`config.mk`:
```
export PLATFORM = sky130hd
export DESIGN_NAME = custom_freq_gen
export DESIGN_NICKNAME = d
export VERILOG_FILES = /design/src/rtl/custom_freq_gen.sv
export SDC_FILE = /design/constraint.sdc
export NUM_CORES = 1
export LEC_CHECK = 0
export CAP_MARGIN = 25
export CORE_MARGIN = 5
export CORE_UTILIZATION = 35
export CTS_BUF_LIST = sky130_fd_sc_hd__clkbuf_16
export CTS_CLUSTER_DIAMETER = 30
export DETAILED_ROUTE_END_ITERATION = 12
export SYNTH_ARGS = -nofsm -noshare
export SYNTH_HDL_FRONTEND = slang
export SYNTH_SLANG_ARGS = --single-unit
```
`constraint.sdc`:
```
create_clock -name clk -period 3.6 [get_ports clk]
set_input_delay 0.54 -clock clk [delete_from_list [all_inputs] [get_ports clk]]
set_output_delay 0.54 -clock clk [all_outputs]
set_load 0.01 [all_outputs]
```
`src/rtl/custom_freq_gen.sv`:
```
// -----------------------------------------------------------------------------
// custom_freq_gen
//
// A bank of NUM_CH numerically controlled oscillators, plus a synchronised
// switch status register. All of it is programmed over an Avalon-MM slave that
// sits on the HPS lightweight bridge.
//
// Each channel owns a phase accumulator and two tuning words:
//   - a shadow word, which is what the CPU writes;
//   - an active word, which is what the accumulator adds.
// A new shadow value moves into the active word only at an accumulator wrap,
// so a running square wave never gets a shortened period. When the channel is
// disabled there is nothing to protect, so the new value moves across on the
// next cycle.
//
// Register map (word addresses):
//   0      CTRL    [NUM_CH-1:0] channel enable
//   1      STATUS  [SW_W-1:0]   synchronised sw (read-only)
//                  [16 +: SW_W] sticky change flags (write 1 to clear)
//                  [24 +: NUM_CH] update-pending flags (read-only)
//   2+ch   TUNE    [ACC_W-1:0]  shadow tuning word of channel ch
//   other          reads return 0, writes are ignored
//
// Ports:
//   clk, reset              system clock; synchronous active-high reset
//   avs_s0_*                Avalon-MM slave with read latency 1 and no waitrequest
//   sw                      asynchronous switch inputs
//   freq_out                per-channel square wave (accumulator MSB)
//   wrap_pulse              one-cycle pulse after each accumulator carry-out
// -----------------------------------------------------------------------------
module custom_freq_gen #(
  parameter int NUM_CH = 4,
  parameter int ACC_W  = 32,
  parameter int SW_W   = 4,
  parameter int ADDR_W = 4
) (
  input  logic                clk,
  input  logic                reset,
  input  logic [ADDR_W-1:0]   avs_s0_address,
  input  logic                avs_s0_read,
  input  logic                avs_s0_write,
  input  logic [31:0]         avs_s0_writedata,
  output logic [31:0]         avs_s0_readdata,
  output logic                avs_s0_readdatavalid,
  input  logic [SW_W-1:0]     sw,
  output logic [NUM_CH-1:0]   freq_out,
  output logic [NUM_CH-1:0]   wrap_pulse
);

  // ---------------------------------------------------------------------------
  // State
  // ---------------------------------------------------------------------------
  logic [NUM_CH-1:0]              r_ctrl;
  logic [SW_W-1:0]                r_sw_meta;
  logic [SW_W-1:0]                r_sw_sync;
  logic [SW_W-1:0]                r_sw_prev;
  logic [SW_W-1:0]                r_flag;
  logic [NUM_CH-1:0][ACC_W-1:0]   r_acc;
  logic [NUM_CH-1:0][ACC_W-1:0]   r_shadow;
  logic [NUM_CH-1:0][ACC_W-1:0]   r_active;
  logic [NUM_CH-1:0]              r_pend;
  logic [NUM_CH-1:0]              r_wrap;
  logic [31:0]                    r_rdata;
  logic                           r_rvalid;

  // ---------------------------------------------------------------------------
  // Combinational decode
  // ---------------------------------------------------------------------------
  logic                           w_wr_ctrl;
  logic                           w_wr_status;
  logic [NUM_CH-1:0]              w_wr_tune;
  logic [NUM_CH-1:0][ACC_W:0]     w_sum;
  logic [NUM_CH-1:0]              w_load;
  logic [SW_W-1:0]                w_sw_chg;
  logic [SW_W-1:0]                w_flag_clr;
  logic [31:0]                    w_status;
  logic [31:0]                    w_rd_data;
  logic                           w_unused_wdata;

  // Not every write-data bit maps to a register field for all parameter sets.
  assign w_unused_wdata = ^avs_s0_writedata;

  // Write-strobe decode for CTRL, STATUS and each TUNE register.
  always_comb begin
    w_wr_ctrl   = avs_s0_write && (avs_s0_address == {ADDR_W{1'b0}});
    w_wr_status = avs_s0_write && (avs_s0_address == ADDR_W'(1));
    w_wr_tune   = {NUM_CH{1'b0}};
    for (int ch = 0; ch < NUM_CH; ch++) begin
      w_wr_tune[ch] = avs_s0_write && (avs_s0_address == ADDR_W'(ch + 2));
    end
  end

  // Per-channel adder with carry-out, and the decision to move shadow into active.
  // An enabled channel only takes the new word on a carry, which keeps the
  // current period intact; a disabled one takes it straight away.
  always_comb begin
    w_sum  = {NUM_CH{{(ACC_W + 1){1'b0}}}};
    w_load = {NUM_CH{1'b0}};
    for (int ch = 0; ch < NUM_CH; ch++) begin
      w_sum[ch]  = {1'b0, r_acc[ch]} + {1'b0, r_active[ch]};
      w_load[ch] = r_pend[ch] && (!r_ctrl[ch] || w_sum[ch][ACC_W]);
    end
  end

  // Switch change detection and the write-1-to-clear mask.
  always_comb begin
    w_sw_chg   = r_sw_sync ^ r_sw_prev;
    w_flag_clr = w_wr_status ? avs_s0_writedata[16 +: SW_W] : {SW_W{1'b0}};
  end

  // Assemble STATUS and select the read data for the addressed register.
  always_comb begin
    w_status                = 32'd0;
    w_status[SW_W-1:0]      = r_sw_sync;
    w_status[16 +: SW_W]    = r_flag;
    w_status[24 +: NUM_CH]  = r_pend;
    w_rd_data               = 32'd0;
    case (avs_s0_address)
      ADDR_W'(0): w_rd_data = 32'(r_ctrl);
      ADDR_W'(1): w_rd_data = w_status;
      default: begin
        for (int ch = 0; ch < NUM_CH; ch++) begin
          w_rd_data = w_rd_data |
                      ((avs_s0_address == ADDR_W'(ch + 2)) ? 32'(r_shadow[ch]) : 32'd0);
        end
      end
    endcase
  end

  // ---------------------------------------------------------------------------
  // Sequential logic
  // ---------------------------------------------------------------------------

  // CTRL enable register.
  always_ff @(posedge clk) begin
    if (reset) begin
      r_ctrl <= {NUM_CH{1'b0}};
    end else if (w_wr_ctrl) begin
      r_ctrl <= avs_s0_writedata[NUM_CH-1:0];
    end
  end

  // Two-flop switch synchroniser, previous-sample register and sticky flags.
  // A new change event takes priority over a clear that arrives in the same cycle.
  always_ff @(posedge clk) begin
    if (reset) begin
      r_sw_meta <= {SW_W{1'b0}};
      r_sw_sync <= {SW_W{1'b0}};
      r_sw_prev <= {SW_W{1'b0}};
      r_flag    <= {SW_W{1'b0}};
    end else begin
      r_sw_meta <= sw;
      r_sw_sync <= r_sw_meta;
      r_sw_prev <= r_sw_sync;
      r_flag    <= (r_flag & ~w_flag_clr) | w_sw_chg;
    end
  end

  // Phase accumulators, tuning-word shadow and active registers, pending flags.
  // A disabled channel holds its accumulator at 0, so re-enabling it starts a
  // clean period. A TUNE write re-arms pending even in a cycle where an older
  // shadow value is being loaded, so the latest word is always the one applied.
  always_ff @(posedge clk) begin
    if (reset) begin
      r_acc    <= {NUM_CH{{ACC_W{1'b0}}}};
      r_shadow <= {NUM_CH{{ACC_W{1'b0}}}};
      r_active <= {NUM_CH{{ACC_W{1'b0}}}};
      r_pend   <= {NUM_CH{1'b0}};
      r_wrap   <= {NUM_CH{1'b0}};
    end else begin
      for (int ch = 0; ch < NUM_CH; ch++) begin
        if (r_ctrl[ch]) begin
          r_acc[ch]  <= w_sum[ch][ACC_W-1:0];
          r_wrap[ch] <= w_sum[ch][ACC_W];
        end else begin
          r_acc[ch]  <= {ACC_W{1'b0}};
          r_wrap[ch] <= 1'b0;
        end
        if (w_load[ch]) begin
          r_active[ch] <= r_shadow[ch];
        end
        if (w_wr_tune[ch]) begin
          r_shadow[ch] <= avs_s0_writedata[ACC_W-1:0];
          r_pend[ch]   <= 1'b1;
        end else if (w_load[ch]) begin
          r_pend[ch]   <= 1'b0;
        end
      end
    end
  end

  // Read data register. The data is held between reads, and the valid bit
  // tracks the read strobe with one cycle of latency.
  always_ff @(posedge clk) begin
    if (reset) begin
      r_rdata  <= 32'd0;
      r_rvalid <= 1'b0;
    end else begin
      r_rvalid <= avs_s0_read;
      if (avs_s0_read) begin
        r_rdata <= w_rd_data;
      end
    end
  end

  // Outputs: every one of them comes straight from a register.
  always_comb begin
    freq_out = {NUM_CH{1'b0}};
    for (int ch = 0; ch < NUM_CH; ch++) begin
      freq_out[ch] = r_acc[ch][ACC_W-1];
    end
  end

  assign wrap_pulse           = r_wrap;
  assign avs_s0_readdata      = r_rdata;
  assign avs_s0_readdatavalid = r_rvalid;

endmodule

```
== Word-level counts from Yosys, hierarchy flattened ==
Index checks and enable logic that the tools add are counted.

* Flip-flop bits (word level): 445
* Input port bits: 44
* Output and inout bits: 41
* Word-level logic and storage cells: 88

* Add/sub/neg operators: 4
* Equal/unequal tests: 5
* Multiplexer cells: 14
* Bitwise gates (word level): 11
* Reduce and logical (&&, ||, !) cells: 27

{| class="wikitable"
|+ Operator list
! kind !! count
|-
| $add A32 B32 Y33 || 4
|-
| $mux W32 || 4
|-
| $or A32 B32 Y32 || 3
|-
| $pmux W32 S2 || 1
|-
| $logic_and A1 B1 Y1 || 10
|-
| $eq A4 B2 Y1 const B || 2
|-
| $eq A4 B3 Y1 const B || 2
|-
| $mux W1 || 8
|-
| $reduce_bool A2 Y1 || 4
|-
| $reduce_or A2 Y1 || 4
|-
| $and A4 B4 Y4 || 1
|-
| $eq A4 B1 Y1 const B || 1
|-
| $logic_not A1 Y1 || 4
|-
| $logic_not A4 Y1 || 1
|-
| $logic_or A1 B1 Y1 || 4
|-
| $mux W4 || 1
|-
| $not A1 Y1 || 4
|-
| $not A4 Y4 || 1
|-
| $or A4 B4 Y4 || 1
|-
| $xor A4 B4 Y4 || 1
|}

== Logic depth before layout (Yosys ltp) ==
* Depth after elaboration: 6
* Depth in mapped cells: 13
* Mapped depth without buffers: 11

== Worst setup path before layout ==
No wires, ideal clock.

* Kind: register to register
* From: register r_acc[64] (netlist name)
* To: register r_active[65] (netlist name)
* Data arrival time: 2.782 ns
* Path slack: 0.690 ns
* Cell stages (with the launch flop): 13
* Buffers on the path: 1
* Period minus slack after synthesis: 2.910 ns
* Cells stage by stage: dfxtp_1 -> ha_1 -> fa_1 -> a21oi_1 -> o22ai_1 -> o31a_1 -> a31o_2 -> a21boi_2 -> o21ai_1 -> a31oi_4 -> buf_4 -> mux2i_1 -> nor2_1

* Cells in the longest elaborated chain, start to end: 3

{| class="wikitable"
|+ Ends and longest elaborated chain
! element !! RTL line !! source
|-
| start, declared || 58 || <nowiki>logic [NUM_CH-1:0][ACC_W-1:0] r_acc;</nowiki>
|-
| start signal, assigned || 165 || <nowiki>r_acc <= {NUM_CH{{ACC_W{1'b0}}}};</nowiki>
|-
| start signal, assigned by index || 173 || <nowiki>r_acc[ch] <= w_sum[ch][ACC_W-1:0];</nowiki>
|-
| start signal, assigned by index || 176 || <nowiki>r_acc[ch] <= {ACC_W{1'b0}};</nowiki>
|-
| $add A32 B32 Y33 || 100 || <nowiki>w_sum[ch] = {1'b0, r_acc[ch]} + {1'b0, r_active[ch]};</nowiki>
|-
| $logic_or A1 B1 Y1 || 101 || <nowiki>w_load[ch] = r_pend[ch] && (!r_ctrl[ch] || w_sum[ch][ACC_W]);</nowiki>
|-
| $logic_and A1 B1 Y1 || 101 ||
|-
| end signal, assigned || 167 || <nowiki>r_active <= {NUM_CH{{ACC_W{1'b0}}}};</nowiki>
|-
| end signal, assigned by index || 180 || <nowiki>r_active[ch] <= r_shadow[ch];</nowiki>
|-
| end, declared || 60 || <nowiki>logic [NUM_CH-1:0][ACC_W-1:0] r_active;</nowiki>
|}

No other way between the ends.
A chain may end at the register's enable or synchronous reset.

== Worst setup path after layout ==
* From: register r_active[32] (netlist name)
* To: register r_active[44] (netlist name)

* Cells in the longest elaborated chain, start to end: 3

{| class="wikitable"
|+ Ends and longest elaborated chain
! element !! RTL line
|-
| $add A32 B32 Y33 || 100
|-
| $logic_or A1 B1 Y1 || 101
|-
| $logic_and A1 B1 Y1 || 101
|}

No other way between the ends.

==> metrics.md <==
| Metric | Value |
|---|---|
| I/O Buffers | 84 |
| Final worst slack | 0.207 ns |
| Total CTS buffers | 99 |
| Remaining DRCs | 0 |
| CP max FO | 32 |
| Crit path launch type | register |
| Setup TNS | 0 ns |
| Final setup vio count | 0 |
| Clk_lat worst skew | 0.62 ns |
| Placement-stage cell area | 23000 sq um |
| Crit path time final | 3.39 ns |
| Worst hold slack | 0.370 ns |
| First-pass GRT wire length | 97.1 mm |
| Vias in the first global route | 17800 |
| Worst-Margin Slew | 0.660 ns |
| Antenna Nets Post-Route | 0 |
| Fin cells | 3447 |
| WL per Instance | 17.6 microns |
| R2R cell count | 12 |
| Number of max-cap violations | 0 |
| Fillers | 5783 |
| Iteration-0 DRC Markers | 1398 |
| Starting Density | 35.4% |
| Yosys top cell area share | 41.6% |
| Yosys reg bits | 445 |
| Commonest cells after routing, fill and taps aside | 445 x dfxtp_1, 343 x nand2_1, 338 x nor2_1 |
| Hold path startpoint | reset |
| Critical Path RT | 4.09 ns |
| Synth warn | 0 |
| Ys async rst share | 0% |
| GR Util All Layers | 17.9% |
| Pre-CTS setup slack | 0.324 ns |
| Post-CTS Setup Inserts | 0 |
| R2R Setup Slk | 0.21 ns |
| Cells after synthesis | 2497 |
| Final hold vios | 0 |
| Core area | 60500 sq um |
| Critical path class | reg -> reg |
| Worst hold endpoint | r_active[58] |
| Achievable clock frequency | 295 MHz |
| Placed cell count | 3264 |
| CTS Buffer Depth | 3 |
| CTS resizes | 0 |
| Worst r2r src | r_active[32] |
| Cts hold-fix bufs | 0 |
| DR pass1 iterations | 6 |
| R2r endpoint | r_active[44] |
| Pin count of the biggest net entering global routing | 80 |
| Number of diodes | 0 |
| Layout Area Growth over Synthesis | 23.2% |
| H-tree depth | 3 |
| Leakage | 10.7 nW |
| Yosys top cell by area | dfxtp_1 |
| Prevailing post-synth register cell | dfxtp_1 |
| Via count | 18200 |
| TritonCTS Sinks | 445 |
| Multi-input gate area | 11800 sq um |
| DIE HEIGHT | 257 microns |
| Yosys cell types | 78 |
| Chip width | 257 microns |
| Peak VDD IR | 325 uV |
| Clock power share | 62.4% |
| Status | complete, no violations |
| Post-Synthesis Net Count | 2673 |
| Initial antenna violation count | 1 |
| Final Power | 14.2 mW |
| Mapped Area | 21400 sq um |
| Post-DP HPWL | 44.0 mm |
| Most common cell after layout, fill and taps aside | dfxtp_1 |
| Area of the die | 66200 sq um |
| Seq/Total Area, Yosys | 41.6% |
| Util after Layout | 43.6% |
| Register area | 8910 sq um |
| Worst hold stages | 2 |
| Layout cells sized above 1 | 8.44% |
| Sw Share | 21.4% |
| Synth top area cells | dfxtp_1 42%, ha_1 7.5%, a21oi_1 7.2%, mux2i_1 6.3%, nand2_1 6.0% |
| RSZ-0062 raised after global routing | no |
| Gp weighted congestion | 0.854 |
| Final Cycle Share | 94.3% |
| Syn_area_per_cell | 8.57 sq um |
| Setup Skew | 0.0166 ns |
| Layout Nets | 2759 |
| Final Slew Violations | 0 |
| Worst-path clk slew | 0.04 ns |
| CP Capture Type | register |
| Post-synth EDFFs | 0 |
| Comb pwr share | 2.2% |
| # IOs | 85 |
| GRT Residual Overflow | 0 |
| TritonCTS clock tree | built |
| Cell area after layout | 26400 sq um |
| Switching pwr | 3.02 mW |
| Share of power burned in registers | 35.4% |
| Int Pwr | 11.1 mW |
| Arrival @ worst endpoint | 3.88 ns |
| Worst rel slew slack | 55.3% |
| Rows | 90 |
| Drt total wl | 60.6 mm |
| DR vias/cell | 5.29 |
| Power Dens Cells | 537 nW/um^2 |
| CTS root buf | clkbuf_16 |
| Hold crit path type | in -> reg |
==> Yosys cell counts, types with 17 or more instances <==
cell type	number
dfxtp_1	445
nand3_1	25
xnor2_1	59
a22oi_1	58
nor2b_1	18
nand2_1	343
mux2i_1	135
a21o_1	67
nor2_1	338
nand4_1	20
o21a_1	22
clkbuf_1	119
and2_1	17
o21ai_0	71
xor2_1	57
ha_1	128
inv_1	35
a21oi_1	306
==> kinds of logic after synthesis <==
logic type | Yosys count | share of synthesized area [%]
AND/OR/NAND/NOR | 826 | 16.2
AO/OA/AOI/OAI | 664 | 19.5
flip-flops | 445 | 41.6
buffers and inverters | 175 | 3.53
multiplexers | 139 | 6.53
adder cells (fa/ha/maj) | 132 | 7.86
XOR/XNOR | 116 | 4.75
==> flip-flops by register name (all words and copies together), names as in the netlist <==
signal	count
r_active	128
r_pend	4
avs_s0_readdatavalid	1
r_sw_prev	4
avs_s0_readdata	32
r_ctrl	4
r_shadow	128
wrap_pulse	4
r_acc	124
r_sw_sync	4
r_flag	4
freq_out	4
r_sw_meta	4
==> how the worst max path moves through the flow <==
stage | startpoint | end | slack [ns] | cells past startpoint
2_1_floorplan | r_acc[64] | r_active[65] | 0.69 | 12
3_3_place_gp | r_active[32] | r_active[51] | 0.36 | 12
3_5_place_dp | r_active[32] | r_active[46] | 0.32 | 12
4_1_cts | r_active[32] | r_active[44] | 0.28 | 12
5_1_grt | r_active[32] | r_active[51] | 0.009 | 12
6_report | r_active[32] | r_active[44] | 0.21 | 12
==> power by group through the flow <==
stage	Clock (mW)	Combinational (mW)	Sequential, mW
floorplan	0	0.150	5.08
global placement	0	0.305	5.10
detailed placement	0	0.308	5.10
CTS	9.01	0.310	5.01
global route	9.30	0.334	5.00
finish	8.84	0.311	5.01
==> critical path, cell delays in order, from the launching register on <==
cell       delay, ns
dfxtp_1         0.31
ha_1            0.22
fa_1            0.43
a211oi_1        0.25
o21ai_1         0.18
o2111ai_1       0.44
a21oi_1         0.21
a21oi_1         0.35
o31ai_1         0.18
o21a_2          0.24
buf_12          0.18
mux2i_1         0.19
nor2_1          0.06
==> metal layers <==
| metal | track usage, % | share of wire [%] |
|---|---|---|
| met5 | 0 | 0.021 |
| met4 | 7.26 | 3.8 |
| met3 | 3.52 | 5.8 |
| met2 | 27.3 | 44 |
| met1 | 25.0 | 47 |
==> layout make-up <==
cell class                      instances  share of cell area (%)
Clock buffer                          103                    9.78
Clock inverter                         80                    2.88
Inverter                               35                   0.498
Multi-Input combinational cell       1877                    44.6
Sequential cell                       445                    33.8
Tap cell                              782                    3.71
Timing Repair Buffer                  125                    4.71
Power figures use the tool's default switching activity.
